--- config.mk ---
export PLATFORM = sky130hd
export DESIGN_NAME = sync_updown_counter
export DESIGN_NICKNAME = d
export VERILOG_FILES = /design/src/rtl/sync_counter_pkg.sv /design/src/rtl/tick_gen.sv /design/src/rtl/sync_updown_counter.sv
export SDC_FILE = /design/constraint.sdc
export NUM_CORES = 1
export LEC_CHECK = 0
export CAP_MARGIN = 20
export CORE_AREA = 5 5 42 44
export CTS_CLUSTER_SIZE = 8
export DETAILED_ROUTE_END_ITERATION = 8
export DIE_AREA = 0 0 47 49
export PLACE_DENSITY = 0.66
export RECOVER_POWER = 25
export SYNTH_ARGS = -nofsm -noshare
export SYNTH_HDL_FRONTEND = slang
export SYNTH_SLANG_ARGS = --single-unit
export TNS_END_PERCENT = 5
--- constraint.sdc ---
create_clock -name clk -period 1.4 [get_ports clk]
set_clock_uncertainty 0.2 [all_clocks]
set_input_delay 0.21 -clock clk [delete_from_list [all_inputs] [get_ports clk]]
set_output_delay 0.21 -clock clk [all_outputs]
set_load 0.05 [all_outputs]
--- src/rtl/sync_counter_pkg.sv ---
`default_nettype none
// ============================================================================
//  Module      : sync_counter_pkg
//  Description : Shared constants for the synchronous up/down counter and
//                its prescaler (count-mode selectors, prescaler width).
//  Revision    : 1.0 - initial release
// ============================================================================
package sync_counter_pkg;

    // Boundary behaviour selectors for the SATURATE parameter
    localparam int MODE_WRAP  = 0;
    localparam int MODE_SAT   = 1;

    // Width of the prescaler counter; bounds PRESCALE to 1..65535
    localparam int PRESCALE_W = 16;

endpackage : sync_counter_pkg
`default_nettype wire

--- src/rtl/tick_gen.sv ---
`default_nettype none
// ============================================================================
//  Module      : tick_gen
//  Description : Prescaler. Counts enabled cycles and raises a one-cycle tick
//                on every PRESCALE-th enabled cycle. clr restarts the period.
//  Revision    : 1.0 - initial release
// ============================================================================
module tick_gen
    import sync_counter_pkg::*;
#(
    parameter int PRESCALE = 2
) (
    input  logic clk,
    input  logic reset,
    input  logic en,
    input  logic clr,
    output logic tick
);

    localparam logic [PRESCALE_W-1:0] c_last = PRESCALE_W'(PRESCALE - 1);

    logic [PRESCALE_W-1:0] cnt_q;
    logic [PRESCALE_W-1:0] cnt_d;

    // A clear on the same edge wins over the tick so a load never also steps
    assign tick = en && !clr && (cnt_q == c_last);

    // Next prescaler count: clear, restart after a tick, advance, or hold
    always_comb begin
        cnt_d = cnt_q;
        if (clr) begin
            cnt_d = '0;
        end else if (en) begin
            if (cnt_q == c_last) begin
                cnt_d = '0;
            end else begin
                cnt_d = cnt_q + 1'b1;
            end
        end
    end

    // Prescaler register with synchronous reset
    always_ff @(posedge clk) begin
        if (reset) begin
            cnt_q <= '0;
        end else begin
            cnt_q <= cnt_d;
        end
    end

endmodule : tick_gen
`default_nettype wire

--- src/rtl/sync_updown_counter.sv ---
`default_nettype none
// ============================================================================
//  Module      : sync_updown_counter
//  Description : Modulo-N synchronous up/down counter with parallel load,
//                optional saturation, prescaled stepping, a combinational
//                terminal-count flag and a registered wrap pulse.
//  Revision    : 1.0 - initial release
// ============================================================================
module sync_updown_counter
    import sync_counter_pkg::*;
#(
    parameter int WIDTH    = 4,
    parameter int MODULUS  = 16,
    parameter int SATURATE = MODE_WRAP,
    parameter int PRESCALE = 1
) (
    input  logic             clk,
    input  logic             reset,
    input  logic             en,
    input  logic             up_dn,
    input  logic             load,
    input  logic [WIDTH-1:0] load_val,
    output logic [WIDTH-1:0] q,
    output logic             tc,
    output logic             wrap
);

    // Reject parameter sets that cannot be represented or make no sense
    if ((longint'(MODULUS) > (longint'(1) << WIDTH)) || (MODULUS < 2) ||
        (PRESCALE < 1) || (PRESCALE > 65535)) begin : g_param_check
        $error("sync_updown_counter: illegal MODULUS/WIDTH/PRESCALE combination");
    end

    localparam logic [WIDTH-1:0] c_max = WIDTH'(MODULUS - 1);

    logic [WIDTH-1:0] count_q;
    logic [WIDTH-1:0] count_d;
    logic             wrap_q;
    logic             wrap_d;
    logic             w_tick;
    logic             w_step;

    // PRESCALE=1 needs no counter: every enabled cycle is a tick
    if (PRESCALE == 1) begin : g_no_prescale
        assign w_tick = en;
    end else begin : g_prescale
        tick_gen #(
            .PRESCALE (PRESCALE)
        ) u_tick_gen (
            .clk   (clk),
            .reset (reset),
            .en    (en),
            .clr   (load),
            .tick  (w_tick)
        );
    end

    assign w_step = w_tick && !load;

    // Terminal count tracks the bound in the current direction
    assign tc   = up_dn ? (count_q == c_max) : (count_q == '0);
    assign q    = count_q;
    assign wrap = wrap_q;

    // Next count and wrap flag: load (clamped) > step > hold
    always_comb begin
        count_d = count_q;
        wrap_d  = 1'b0;
        if (load) begin
            count_d = (load_val > c_max) ? c_max : load_val;
        end else if (w_step) begin
            // Any step taken at the bound reports a wrap, saturating or not
            wrap_d = tc;
            if (up_dn) begin
                if (count_q == c_max) begin
                    count_d = (SATURATE == MODE_SAT) ? count_q : '0;
                end else begin
                    count_d = count_q + 1'b1;
                end
            end else begin
                if (count_q == '0) begin
                    count_d = (SATURATE == MODE_SAT) ? count_q : c_max;
                end else begin
                    count_d = count_q - 1'b1;
                end
            end
        end
    end

    // Count and wrap registers with synchronous reset
    always_ff @(posedge clk) begin
        if (reset) begin
            count_q <= '0;
            wrap_q  <= 1'b0;
        end else begin
            count_q <= count_d;
            wrap_q  <= wrap_d;
        end
    end

endmodule : sync_updown_counter
`default_nettype wire

-- After elaboration in Yosys (flattened, before gate mapping)
Index checks and enable logic that the tools add are counted.
- order comparisons: 1
- eq/ne operators: 1
- reductions and logical operators: 5
- bitwise operators: 1
- muxes and demuxes: 7
- add/sub/neg operators: 2
- operators with widths (kind ; number):
    two-way mux 4 bit ; 6
    adder 4 x 1 -> 4 bit, second input constant ; 1
    == test 4 bit, second input constant ; 1
    greater-than comparator 4 bit, second input constant ; 1
    zero test 4 bit ; 1
    subtractor 4 x 1 -> 4 bit, second input constant ; 1
    OR reduction 3 bit ; 1
    nonzero test 2 bit ; 1
    logical AND 1 bit ; 1
    zero test 1 bit ; 1
    two-way mux 1 bit ; 1
    NOT 1 bit ; 1
- output and inout port bits: 6
- register bits after elaboration: 5
- bits of input ports: 9

-- Logic depth before layout (Yosys ltp)
Gate-level depths: netlist of run 1.
- depth after elaboration: 5
- depth in mapped cells: 6
- depth with buffers taken out: 6

-- Worst setup path before layout of run 1
Ideal clock, no wire load.
- path kind: register -> register
- start: reg count_q[0], in the netlist q[0]
- end: reg wrap_q, in the netlist wrap
- arrival time: 2.379 ns
- path buffers: 0
- data required time: 1.134 ns
- period minus slack after synthesis: 2.645 ns
- cell stages (with the launch flop): 6
- slack: -1.245 ns
- path through: dfxtp_1 -> inv_1 -> ha_1 -> nand2b_1 -> o31ai_1 -> and3b_1
- cells in the longest elaborated chain, start to end: 2
- elaborated cells on any way between the ends: 3
- those cells by class: 1 x eq/ne; 1 x mux; 1 x reduce/logical
- ends and longest elaborated chain (what ; RTL line ; text):
    start: declaration ; sync_updown_counter.sv:36 ; logic [WIDTH-1:0] count_q;
    start signal: assignment ; sync_updown_counter.sv:96 ; count_q <= count_d;
    == test 4 bit / zero test 4 bit (equally long branches) ; sync_updown_counter.sv:61 ; assign tc = up_dn ? (count_q == c_max) : (count_q == '0);
    two-way mux 1 bit (*) ; sync_updown_counter.sv:61 ;
    net tc ; sync_updown_counter.sv:24 ; output logic tc,
    end signal: assignment ; sync_updown_counter.sv:97 ; wrap_q <= wrap_d;
    end: declaration ; sync_updown_counter.sv:38 ; logic wrap_q;
Mark *: on every way through the listed nets, which the timed path passes. The rest lies on a longest branch.
A chain may end at the register's enable or synchronous reset.

-- Worst setup path after layout of run 1
- start: reg count_q[1], in the netlist q[1]
- end: out tc
- cells in the longest elaborated chain, start to end: 2
- elaborated cells on any way between the ends: 3
- those cells by class: 1 x eq/ne; 1 x mux; 1 x reduce/logical
- ends and longest elaborated chain (what ; RTL line):
    == test 4 bit / zero test 4 bit (equally long branches) ; sync_updown_counter.sv:61
    two-way mux 1 bit (*) ; sync_updown_counter.sv:61
    end: declaration ; sync_updown_counter.sv:24
Every way passes the cells marked *; elsewhere a longest branch is shown, timed or not.

==> impl_metrics.tcl, run 1 <==
set metrics [dict create \
    netSwitchingFraction_pct 32.4 \
    min_period_ps 1680 \
    clock_latency_ps 240 \
    drv_cap 0 \
    drtAntennaViolNets 0 \
    dieHeight_um 49 \
    cts.sinks 5 \
    status "finished, violations left" \
    cts_tree "yes" \
    io_buffer_count 14 \
    post-layout-total-power_uw 604 \
    regArea_um2 110 \
    use_met3_pct 5.54 \
    clkPwrFrac_pct 27.7 \
    drive_gt1_share_pct 43.8 \
    tightest_slew_ps 277 \
    slew_viol_final 0 \
    use_met2_pct 15.8 \
    core_mm2 0.00140 \
    antenna_found_initial 0 \
    wl_per_cell_um 12.2 \
    drc 0 \
    grt_pass1_wl_um 1720 \
    synthFlopType "dfxtp_1" \
    grt_pass1_vias 380 \
    cp-start-kind "register" \
    finalWirelength_um 1090 \
    muxShareOfSynthArea_pct 2.90 \
    yosysSeqAreaShare_pct 29.0 \
    area_growth_pct 111 \
    peakVddDrop_v 0.000497 \
    io-pin-count 15 \
    async_reset_ff_share_pct 0 \
    min_path_type "in2reg" \
    period_share_pct 120 \
    slew_headroom_pct 81.6 \
    yosysWarnings 0 \
    fin_nets 85 \
    rsz0062_at_grt "true" \
    synth_top_cell_area_share_pct 29.0 \
    yosysTopAreaCell "dfxtp_1" \
    synth_area_leaders "dfxtp_1 (29%), xnor2_1 (7.6%), a21oi_1 (7.2%)" \
    synthXorXnorAreaFrac_pct 7.61 \
    violations "setup timing" \
    synth_compound_area_share_pct 28.6 \
    internal_power_uw 408 \
    synth_edf_count 0 \
    gr-total-overflow 0 \
    comb_power_share_pct 44.3 \
    ys_ff_latch 5 \
    vias 410 \
    avgSynthCellArea_um2 8.03 \
    dp_hpwl_um 876 \
    cts.clk_slew.worst_paths_ps 40 \
    holdBufCountCts 0 \
    power.switching_uw 196 \
    cts_root_buf "clkbuf_4" \
    ys_types 24 \
    grt_usage_pct 10.7 \
    worst_slack_ps -284 \
    fmax_ghz 0.594 \
    hold_viol_final 0 \
    cp.arrival_ps 1270 \
    synthTopCellsByCount "a21oi_1 (5), dfxtp_1 (5), inv_1 (4), nor2_1 (3), xnor2_1 (3)" \
    power-per-cell-area_mw_per_mm2 831 \
    grt_start_max_net_pins 8 \
    final_util_pct 51.9 \
    finalWeightedCongestion 0.735 \
    die_w_um 47 \
    cts_buffers 3 \
    setup_viol 2 \
    ctsHtreeMaxLevel 1 \
    worst-path-max-fanout 4 \
    top_usage_layer "met2" \
    vias_per_cell 4.61 \
    endpoint_kind "output pin" \
    use_met1_pct 12.6 \
    drt-initial-drc-count 4 \
    diodes 0 \
    drtPass1Iterations 3 \
    fillers 133 \
    synth.net_count 54 \
    fp.dieArea_mm2 0.00230 \
    num_rows 14 \
    crit_type "reg2out" \
    cp.required_ps 990 \
    cts_buffer_depth 2 \
    leakage_uw 0.000325 \
    synthSimpleGateAreaFrac_pct 17.8 \
    netlist_area_um2 345 \
    start_util_pct 24.6 \
    synth_top_family_by_area "compound AO/OA/AOI/OAI gates" \
    seqPwrFrac_pct 28.0 \
    synth_cells 43 \
    synth_fa_ha_area_share_pct 7.25 \
    multi_input_area_um2 258 \
]
-- path summary, 6_finish.rpt --
| check | slack [ps] | startpoint | endpoint | cells past startpoint |
|---|---|---|---|---|
| setup / recovery | -280 | q[1]$_SDFFE_PP0P_ | tc | 5 |
| hold / removal | 250 | en | q[3]$_SDFFE_PP0P_ | 3 |
| setup reg to reg | -80 | q[1]$_SDFFE_PP0P_ | q[3]$_SDFFE_PP0P_ | 4 |
| hold reg to reg | 480 | q[3]$_SDFFE_PP0P_ | q[3]$_SDFFE_PP0P_ | 2 |
-- through the flow --
stage / std cells / setup WS, ps / instance area [µm²] / hold slack, ps / setup TNS [ps]
floorplan: 43 / -319 / 390 / 71.9 / -975
global placement: 84 / -282 / 696 / 462 / -1130
detailed placement: 84 / -320 / 696 / 463 / -1290
CTS: 89 / -299 / 739 / 399 / -393
global route: 89 / -342 / 727 / 262 / -586
finish: 89 / -284 / 727 / 247 / -363
-- state kept, by name (all words and copies together) (netlist names) --
register and flops:
q 4, wrap 1
-- critical path: stages (launching register included) --
cell	delay (ps)
dfxtp_4	360
inv_4	60
ha_4	140
nand2b_4	70
o31ai_4	240
buf_12	180
-- layer usage --
layer / routed length, µm / part of all wire, %
met4: 14 / 1.3
met3: 72 / 6.6
met5: 0 / 0
met2: 558 / 51
met1: 439 / 40
-- repair_timing --
| action | 4_1_cts | 5_1_grt |
|---|---|---|
| cloned | 0 | 0 |
| endpoints found under the setup margin | 4 | 6 |
| setup buffers | 1 | 0 |
| pin swaps | 3 | 0 |
| gates resized for setup | 5 | 2 |
-- area by class of cell --
| cell class | instances | share of cell area [%] |
|---|---|---|
| multi-input combinational | 32 | 35.5 |
| clock buffer | 4 | 3.61 |
| inverter | 5 | 3.27 |
| tap | 16 | 2.75 |
| timing repair buffer | 27 | 39.8 |
| sequential | 5 | 15.1 |
-- cells by family (layout without fill, tap and decap cells) --
logic type / after synthesis / in the layout
AO/OA/AOI/OAI: 15 / 15
buffers and inverters: 6 / 36
AND/OR/NAND/NOR: 11 / 11
XOR/XNOR: 3 / 3
flip-flops: 5 / 5
multiplexers: 1 / 1
adder cells (fa/ha/maj): 2 / 2
-- placed cells by master (no fill, tap or decap), drive strengths merged, types with 2 or more instances in the layout --
| cell type | Yosys | final |
|---|---|---|
| o21ai | 2 | 2 |
| nand2 | 2 | 2 |
| xnor2 | 3 | 3 |
| a21oi | 5 | 5 |
| inv | 5 | 5 |
| o31ai | 2 | 2 |
| clkbuf | 0 | 5 |
| buf | 1 | 18 |
| ha | 2 | 2 |
| dfxtp | 5 | 5 |
| nor2 | 3 | 3 |
| clkdlybuf4s50 | 0 | 7 |
-- power by group through the flow --
stage | registers (µW) | logic [µW] | clock network [µW]
detailed placement | 171 | 263 | 0
floorplan | 208 | 89.1 | 0
global placement | 171 | 258 | 0
global route | 171 | 286 | 190
CTS | 170 | 271 | 177
finish | 169 | 267 | 167
No activity file was read; power rests on OpenSTA's default activity.
==> run 2: changes to the inputs <==
--- a/config.mk
+++ b/config.mk
@@ -10,6 +10,7 @@
 export CTS_CLUSTER_SIZE = 8
 export DETAILED_ROUTE_END_ITERATION = 8
 export DIE_AREA = 0 0 47 49
+export HOLD_SLACK_MARGIN = 0.05
 export PLACE_DENSITY = 0.66
 export RECOVER_POWER = 25
 export SYNTH_ARGS = -nofsm -noshare
==> results of run 2 <==
Same layout as run 1: the final DEF is identical, and so are final timing and power.
